<file path="src/rtl/cpu_types_pkg.sv">
// Shared CPU/RAM types: RAM handshake state plus arbiter grant kinds and FSM states.
package cpu_types_pkg;
    typedef logic [31:0] word_t;
    typedef enum logic [1:0] {FREE, BUSY, ACCESS, ERROR} ramstate_t;
    typedef enum logic [1:0] {NONE, IREAD, DREAD, DWRITE} arb_kind_t;
    typedef enum logic {IDLE, GRANT} arb_state_t;

    function automatic int ptr_w(input int n);
        return (n > 1) ? $clog2(n) : 1;
    endfunction
endpackage

</file>
<file path="src/rtl/rr_picker.sv">
// Combinational round-robin first-set finder: first req bit at or after ptr, wrapping.
module rr_picker #(
    parameter int N  = 2,
    parameter int PW = 1
) (
    input  logic [N-1:0]  req,
    input  logic [PW-1:0] ptr,
    output logic [PW-1:0] idx,
    output logic          valid
);
    int j;

    always_comb begin
        idx   = '0;
        valid = 1'b0;
        j     = 0;
        for (int k = 0; k < N; k++) begin
            j = int'(ptr) + k;
            if (j >= N) j = j - N;
            if (!valid && req[j]) begin
                valid = 1'b1;
                idx   = j[PW-1:0];
            end
        end
    end
endmodule

</file>
<file path="src/rtl/memory_arbiter_rr.sv">
// Round-robin arbiter putting CPUS cores (I and D port each) onto one RAM port.
// Grant is registered in IDLE and held until ACCESS, withdrawal or the ERROR limit.
module memory_arbiter_rr
    import cpu_types_pkg::*;
#(
    parameter int CPUS      = 2,
    parameter int WORD_W    = 32,
    parameter int ERR_RETRY = 4
) (
    input  logic                     CLK,
    input  logic                     nRST,
    input  logic [CPUS-1:0]          iREN,
    input  logic [CPUS*WORD_W-1:0]   iaddr,
    input  logic [CPUS-1:0]          dREN,
    input  logic [CPUS-1:0]          dWEN,
    input  logic [CPUS*WORD_W-1:0]   daddr,
    input  logic [CPUS*WORD_W-1:0]   dstore,
    output logic [CPUS-1:0]          iwait,
    output logic [CPUS-1:0]          dwait,
    output logic [CPUS*WORD_W-1:0]   iload,
    output logic [CPUS*WORD_W-1:0]   dload,
    output logic [CPUS-1:0]          derr,
    output logic                     ramREN,
    output logic                     ramWEN,
    output logic [WORD_W-1:0]        ramaddr,
    output logic [WORD_W-1:0]        ramstore,
    input  logic [WORD_W-1:0]        ramload,
    input  ramstate_t                ramstate
);
    localparam int PW = ptr_w(CPUS);
    localparam int EW = $clog2(ERR_RETRY + 1);

    arb_state_t      state_q, state_d;
    arb_kind_t       gnt_kind_q, gnt_kind_d;
    logic [PW-1:0]   rr_ptr_q, rr_ptr_d, gnt_cpu_q, gnt_cpu_d, pick_idx, next_ptr;
    logic [EW-1:0]   err_cnt_q, err_cnt_d;
    logic [CPUS-1:0] derr_q, derr_d, req;
    logic            pick_valid, live, active, done;

    assign req = dREN | dWEN | iREN;

    rr_picker #(.N(CPUS), .PW(PW)) u_pick (
        .req   (req),
        .ptr   (rr_ptr_q),
        .idx   (pick_idx),
        .valid (pick_valid)
    );

    // The grant only stays meaningful while the granted enable is still held.
    always_comb begin
        case (gnt_kind_q)
            DREAD:   live = dREN[gnt_cpu_q];
            DWRITE:  live = dWEN[gnt_cpu_q];
            IREAD:   live = iREN[gnt_cpu_q];
            default: live = 1'b0;
        endcase
    end

    assign active   = (state_q == GRANT) && live;
    assign done     = active && (ramstate == ACCESS);
    assign next_ptr = (gnt_cpu_q == PW'(CPUS - 1)) ? '0 : gnt_cpu_q + 1'b1;

    always_ff @(posedge CLK or negedge nRST) begin
        if (!nRST) begin
            state_q    <= IDLE;
            gnt_kind_q <= NONE;
            rr_ptr_q   <= '0;
            gnt_cpu_q  <= '0;
            err_cnt_q  <= '0;
            derr_q     <= '0;
        end else begin
            state_q    <= state_d;
            gnt_kind_q <= gnt_kind_d;
            rr_ptr_q   <= rr_ptr_d;
            gnt_cpu_q  <= gnt_cpu_d;
            err_cnt_q  <= err_cnt_d;
            derr_q     <= derr_d;
        end
    end

    always_comb begin
        state_d    = state_q;
        gnt_kind_d = gnt_kind_q;
        rr_ptr_d   = rr_ptr_q;
        gnt_cpu_d  = gnt_cpu_q;
        err_cnt_d  = err_cnt_q;
        derr_d     = '0;
        case (state_q)
            IDLE: begin
                if (pick_valid) begin
                    state_d   = GRANT;
                    gnt_cpu_d = pick_idx;
                    err_cnt_d = '0;
                    if (dREN[pick_idx])      gnt_kind_d = DREAD;
                    else if (dWEN[pick_idx]) gnt_kind_d = DWRITE;
                    else                     gnt_kind_d = IREAD;
                end
            end
            GRANT: begin
                if (!live) begin
                    state_d    = IDLE;
                    gnt_kind_d = NONE;
                end else if (ramstate == ACCESS) begin
                    state_d    = IDLE;
                    gnt_kind_d = NONE;
                    rr_ptr_d   = next_ptr;
                end else if (ramstate == ERROR) begin
                    if (err_cnt_q == EW'(ERR_RETRY - 1)) begin
                        state_d    = IDLE;
                        gnt_kind_d = NONE;
                        rr_ptr_d   = next_ptr;
                        if (gnt_kind_q != IREAD) derr_d[gnt_cpu_q] = 1'b1;
                    end else begin
                        err_cnt_d = err_cnt_q + 1'b1;
                    end
                end
            end
            default: state_d = IDLE;
        endcase
    end

    always_comb begin
        iwait    = '1;
        dwait    = '1;
        iload    = '0;
        dload    = '0;
        ramREN   = 1'b0;
        ramWEN   = 1'b0;
        ramaddr  = '0;
        ramstore = '0;
        if (active) begin
            case (gnt_kind_q)
                DREAD: begin
                    ramREN  = 1'b1;
                    ramaddr = daddr[int'(gnt_cpu_q)*WORD_W +: WORD_W];
                end
                DWRITE: begin
                    ramWEN   = 1'b1;
                    ramaddr  = daddr[int'(gnt_cpu_q)*WORD_W +: WORD_W];
                    ramstore = dstore[int'(gnt_cpu_q)*WORD_W +: WORD_W];
                end
                IREAD: begin
                    ramREN  = 1'b1;
                    ramaddr = iaddr[int'(gnt_cpu_q)*WORD_W +: WORD_W];
                end
                default: ;
            endcase
        end
        if (done) begin
            if (gnt_kind_q == IREAD) begin
                iwait[gnt_cpu_q] = 1'b0;
                iload[int'(gnt_cpu_q)*WORD_W +: WORD_W] = ramload;
            end else begin
                dwait[gnt_cpu_q] = 1'b0;
                if (gnt_kind_q == DREAD) dload[int'(gnt_cpu_q)*WORD_W +: WORD_W] = ramload;
            end
        end
    end

    assign derr = derr_q;
endmodule
</file>
<file path="config.mk">
export PLATFORM = sky130hd
export DESIGN_NAME = memory_arbiter_rr
export DESIGN_NICKNAME = d
export VERILOG_FILES = /design/src/rtl/cpu_types_pkg.sv /design/src/rtl/rr_picker.sv /design/src/rtl/memory_arbiter_rr.sv
export SDC_FILE = /design/constraint.sdc
export NUM_CORES = 1
export LEC_CHECK = 0
export CAP_MARGIN = 15
export CORE_AREA = 2 2 171 173
export DETAILED_ROUTE_END_ITERATION = 10
export DIE_AREA = 0 0 173 175
export DONT_BUFFER_PORTS = 1
export PLACE_DENSITY = 0.36
export SKIP_LAST_GASP = 1
export SYNTH_ARGS = -nofsm -noshare
export SYNTH_HDL_FRONTEND = slang
export SYNTH_HIERARCHICAL = 1
export SYNTH_SLANG_ARGS = --single-unit
</file>
<file path="constraint.sdc">
create_clock -name CLK -period 2.5 [get_ports CLK]
set_input_delay 0.625 -clock CLK [delete_from_list [all_inputs] [get_ports CLK]]
set_output_delay 0.625 -clock CLK [all_outputs]
set_load 0.01 [all_outputs]
</file>
==> flow_summary.yaml <==
global_route:
  grt_pass1_vias: 3099
  gr-usage-all-layers_pct: 8.586
  overflow: 0
  grt_max_degree: 55
  grt_pass1_wl_um: 19450
  grt_antenna_before_repair: 3
power:
  ir_worst_vdd_uv: 297.1
  power_uw: 2991
  clockPowerShare_pct: 10.5
  p_per_area_nw_per_um2: 619.7
  internal-power_uw: 1704
  p_leak_uw: 0.001756
  switching_share_pct: 43.04
  combPwrFrac_pct: 80.9
  switching_power_uw: 1287
  share_seq_of_total_power_pct: 8.6
clock_tree:
  cts.sinks: 10
  cts-root-buf: "clkbuf_16"
  h-tree-depth: 1
  cts_tree: "yes"
  clk_pin_slew_worst_paths_ns: 0.04
  cts_made_buffers: 3
  holdBufCountCts: 0
  insertion_delay_ns: 0.24
  clk_path_buf_depth: 2
critical_path:
  startpoint_type: "flip-flop"
  path_class: "flip-flop to output port"
  path_buf_inv: 3
  crit_arrival_ns: 2.15
  cp_max_fo: 33
  slowest_delay_ns: 0.50
  critical-path-top-delay-family: "flip-flops"
  endpoint_kind: "output port"
  worstPathRequired_ns: 1.88
  path_cells: "mux2_4 -> a222oi_1 -> buf_4 -> buf_6 -> nor3_2 -> buf_12 -> and2_1"
  cpMaxStageDelayCell: "dfrtp_4"
status:
  violations: "negative setup slack"
  status: "finished, violations left"
placed_design:
  gp_congestion: 0.8015
  place_area_um2: 4015
  placed_cells: 783
  placement.io_buffers: 0
  dp_hpwl_um: 12860
floorplanning:
  start_util_pct: 10.72
  fp-row-count: 62
  die_width_um: 173
  io-pin-count: 434
  core_um2: 28390
  dieArea_um2: 30280
  die_h_um: 175
logic_synthesis:
  yosys.cell_types.count: 34
  synth_edf_count: 0
  syn_nets: 614
  ys.flop_type: "dfrtp_1"
  avgSynthCellArea_um2: 8.139
  yosys.cell_count.top_type: "and2_1"
  syn_inst: 374
  synthArstFlopShare_pct: 100.0
  synth_common_cells: "and2_1 (96), nor2_1 (37), mux2i_1 (36)"
  yosys.area.top_type_share_pct: 23.67
  netlist_area_um2: 3044
  synth_seq_cells: 10
  synth_area_leaders: "mux4_2 (24%), and2_1 (20%), mux2i_1 (12%)"
  ys_seq_area_share_pct: 8.220
  yosysTopAreaCell: "mux4_2"
  ys_warn_count: 6
cells_and_area:
  instances_no_fill: 802
  nets: 656
  final-seq-area_um2: 254.0
  fillers: 3160
  fin_area_um2: 4827
  multi_input_comb_area_um2: 3072
  drive_gt1_share_pct: 47.95
  syn2layout_area_growth_pct: 58.57
flow_run:
  drv_cap: 0
route:
  num_vias: 3184
  first_pass_iters: 4
  drcViolationCount: 0
  ant_nets: 0
  viasPerCell: 3.970
  postRouteWirelength_um: 16670
  drtIter0Drc: 150
  routedWlPerCell_um: 20.79
timing:
  rsz0062_at_grt: "true"
  drv_slew: 0
  skew_ns: 0.005175
  layout_min_cycle_time_ns: 2.777
  timing.slew.headroom_pct: 48.37
  period_share_pct: 111.1
  setup_ws_ns: -0.2768
  tightestPinTransition_ns: 0.7674
  setup_violations: 164
  finalHoldViolCount: 0
  max_freq_mhz: 360.1
worst_hold_path:
  holdCritPathClass: "primary input to async pin"
[worst paths after layout]
check / from / to / slack [ns] / cells after the start
worst max-delay path: gnt_cpu_q / iload[9] / -0.28 / 7
worst max register to register: gnt_kind_q[0] / err_cnt_q[2] / 0.23 / 9
max in group asynchronous: nRST / gnt_cpu_q / 2.32 / 0
min in group CLK: err_cnt_q[0] / err_cnt_q[0] / 0.49 / 1
worst min-delay path: nRST / derr[0] / 0.08 / 0
worst min register to register: err_cnt_q[0] / err_cnt_q[0] / 0.49 / 1
[worst register-to-register path, stage by stage (launching register included)]
cell and delay [ns]:
dfrtp_1 0.42, inv_2 0.11, buf_6 0.11, ha_4 0.15, a222oi_1 0.07, buf_4 0.15, buf_6 0.12, buf_4 0.13
nor4_1 0.67, mux2i_1 0.26
[final cells by class]
type,instances,area share [%]
multi-input combinational,318,63.63
timing repair buffer,72,18.30
tap,384,9.953
sequential,10,5.262
clock buffer,4,1.840
inverter,11,0.8554
antenna,3,0.1555
[metal layers]
layer  up-vias  part of all wire, %  track usage, %
li1       1389                    -               -
met1      1503                   35           8.262
met2       270                   52           16.35
met3        22                  9.4           2.850
met4         0                  3.5           4.202
met5         -                    0               0
[power groups by stage]
stage               combinational (uW)  sequential [uW]  clock (uW)
floorplan                         1570              235           0
global placement                  2140              254           0
detailed placement                2130              255           0
CTS                               2210              254         326
global route                      2600              265         335
finish                            2420              258         315
[registers in the layout, summed over array words and instances (netlist names)]
name / cells
derr: 2
state_q: 1
err_cnt_q: 3
rr_ptr_q: 1
gnt_kind_q: 2
gnt_cpu_q: 1
[stage by stage]
step / hold WS (ns) / util (%) / setup slack (ns) / TNS, ns
after floorplan: 0.3294 / - / -0.05031 / -2.767
after global placement: 0.3316 / 14.14 / -0.08812 / -5.202
after detailed placement: 0.3316 / 14.14 / -0.1226 / -7.367
after CTS: 0.07703 / 15.06 / -0.2447 / -36.56
after global routing: 0.07357 / 17.00 / -0.3522 / -40.71
final: 0.08336 / 17.00 / -0.2768 / -27.42
[cell families (layout without fill, tap and decap cells)]
group | Yosys count | after routing | share of synthesized area (%)
and+or+nand+nor | 224 | 224 | 42.17
muxes | 72 | 72 | 36.99
buffers and inverters | 46 | 87 | 6.576
adders and majority gates | 6 | 6 | 2.466
AOI/OAI and AO/OA | 16 | 16 | 3.576
other | 0 | 3 | 0
DFF | 10 | 10 | 8.220
[placed cells by master (no fill, tap or decap), types with 7 or more instances in the layout]
cell type | netlist | final
and2_1 | 96 | 80
dfrtp_1 | 10 | 9
buf_12 | 0 | 11
nand2_1 | 8 | 7
nor2_1 | 37 | 20
nor2b_1 | 34 | 28
buf_6 | 2 | 20
mux2i_1 | 36 | 36
clkbuf_16 | 0 | 10
nor2_4 | 0 | 15
and3_4 | 0 | 32
inv_1 | 11 | 9
mux4_2 | 32 | 32
and2_4 | 0 | 16
buf_4 | 1 | 33
[repair_timing]
| action | in CTS | in global routing |
|---|---|---|
| gates resized for setup | 32 | 86 |
| gates cloned | 0 | 9 |
| pin swaps | 1 | 40 |
| endpoints found under the setup margin | 196 | 199 |
| setup buffers | 2 | 1 |
Note: power is estimated with default switching activity, not from simulation.
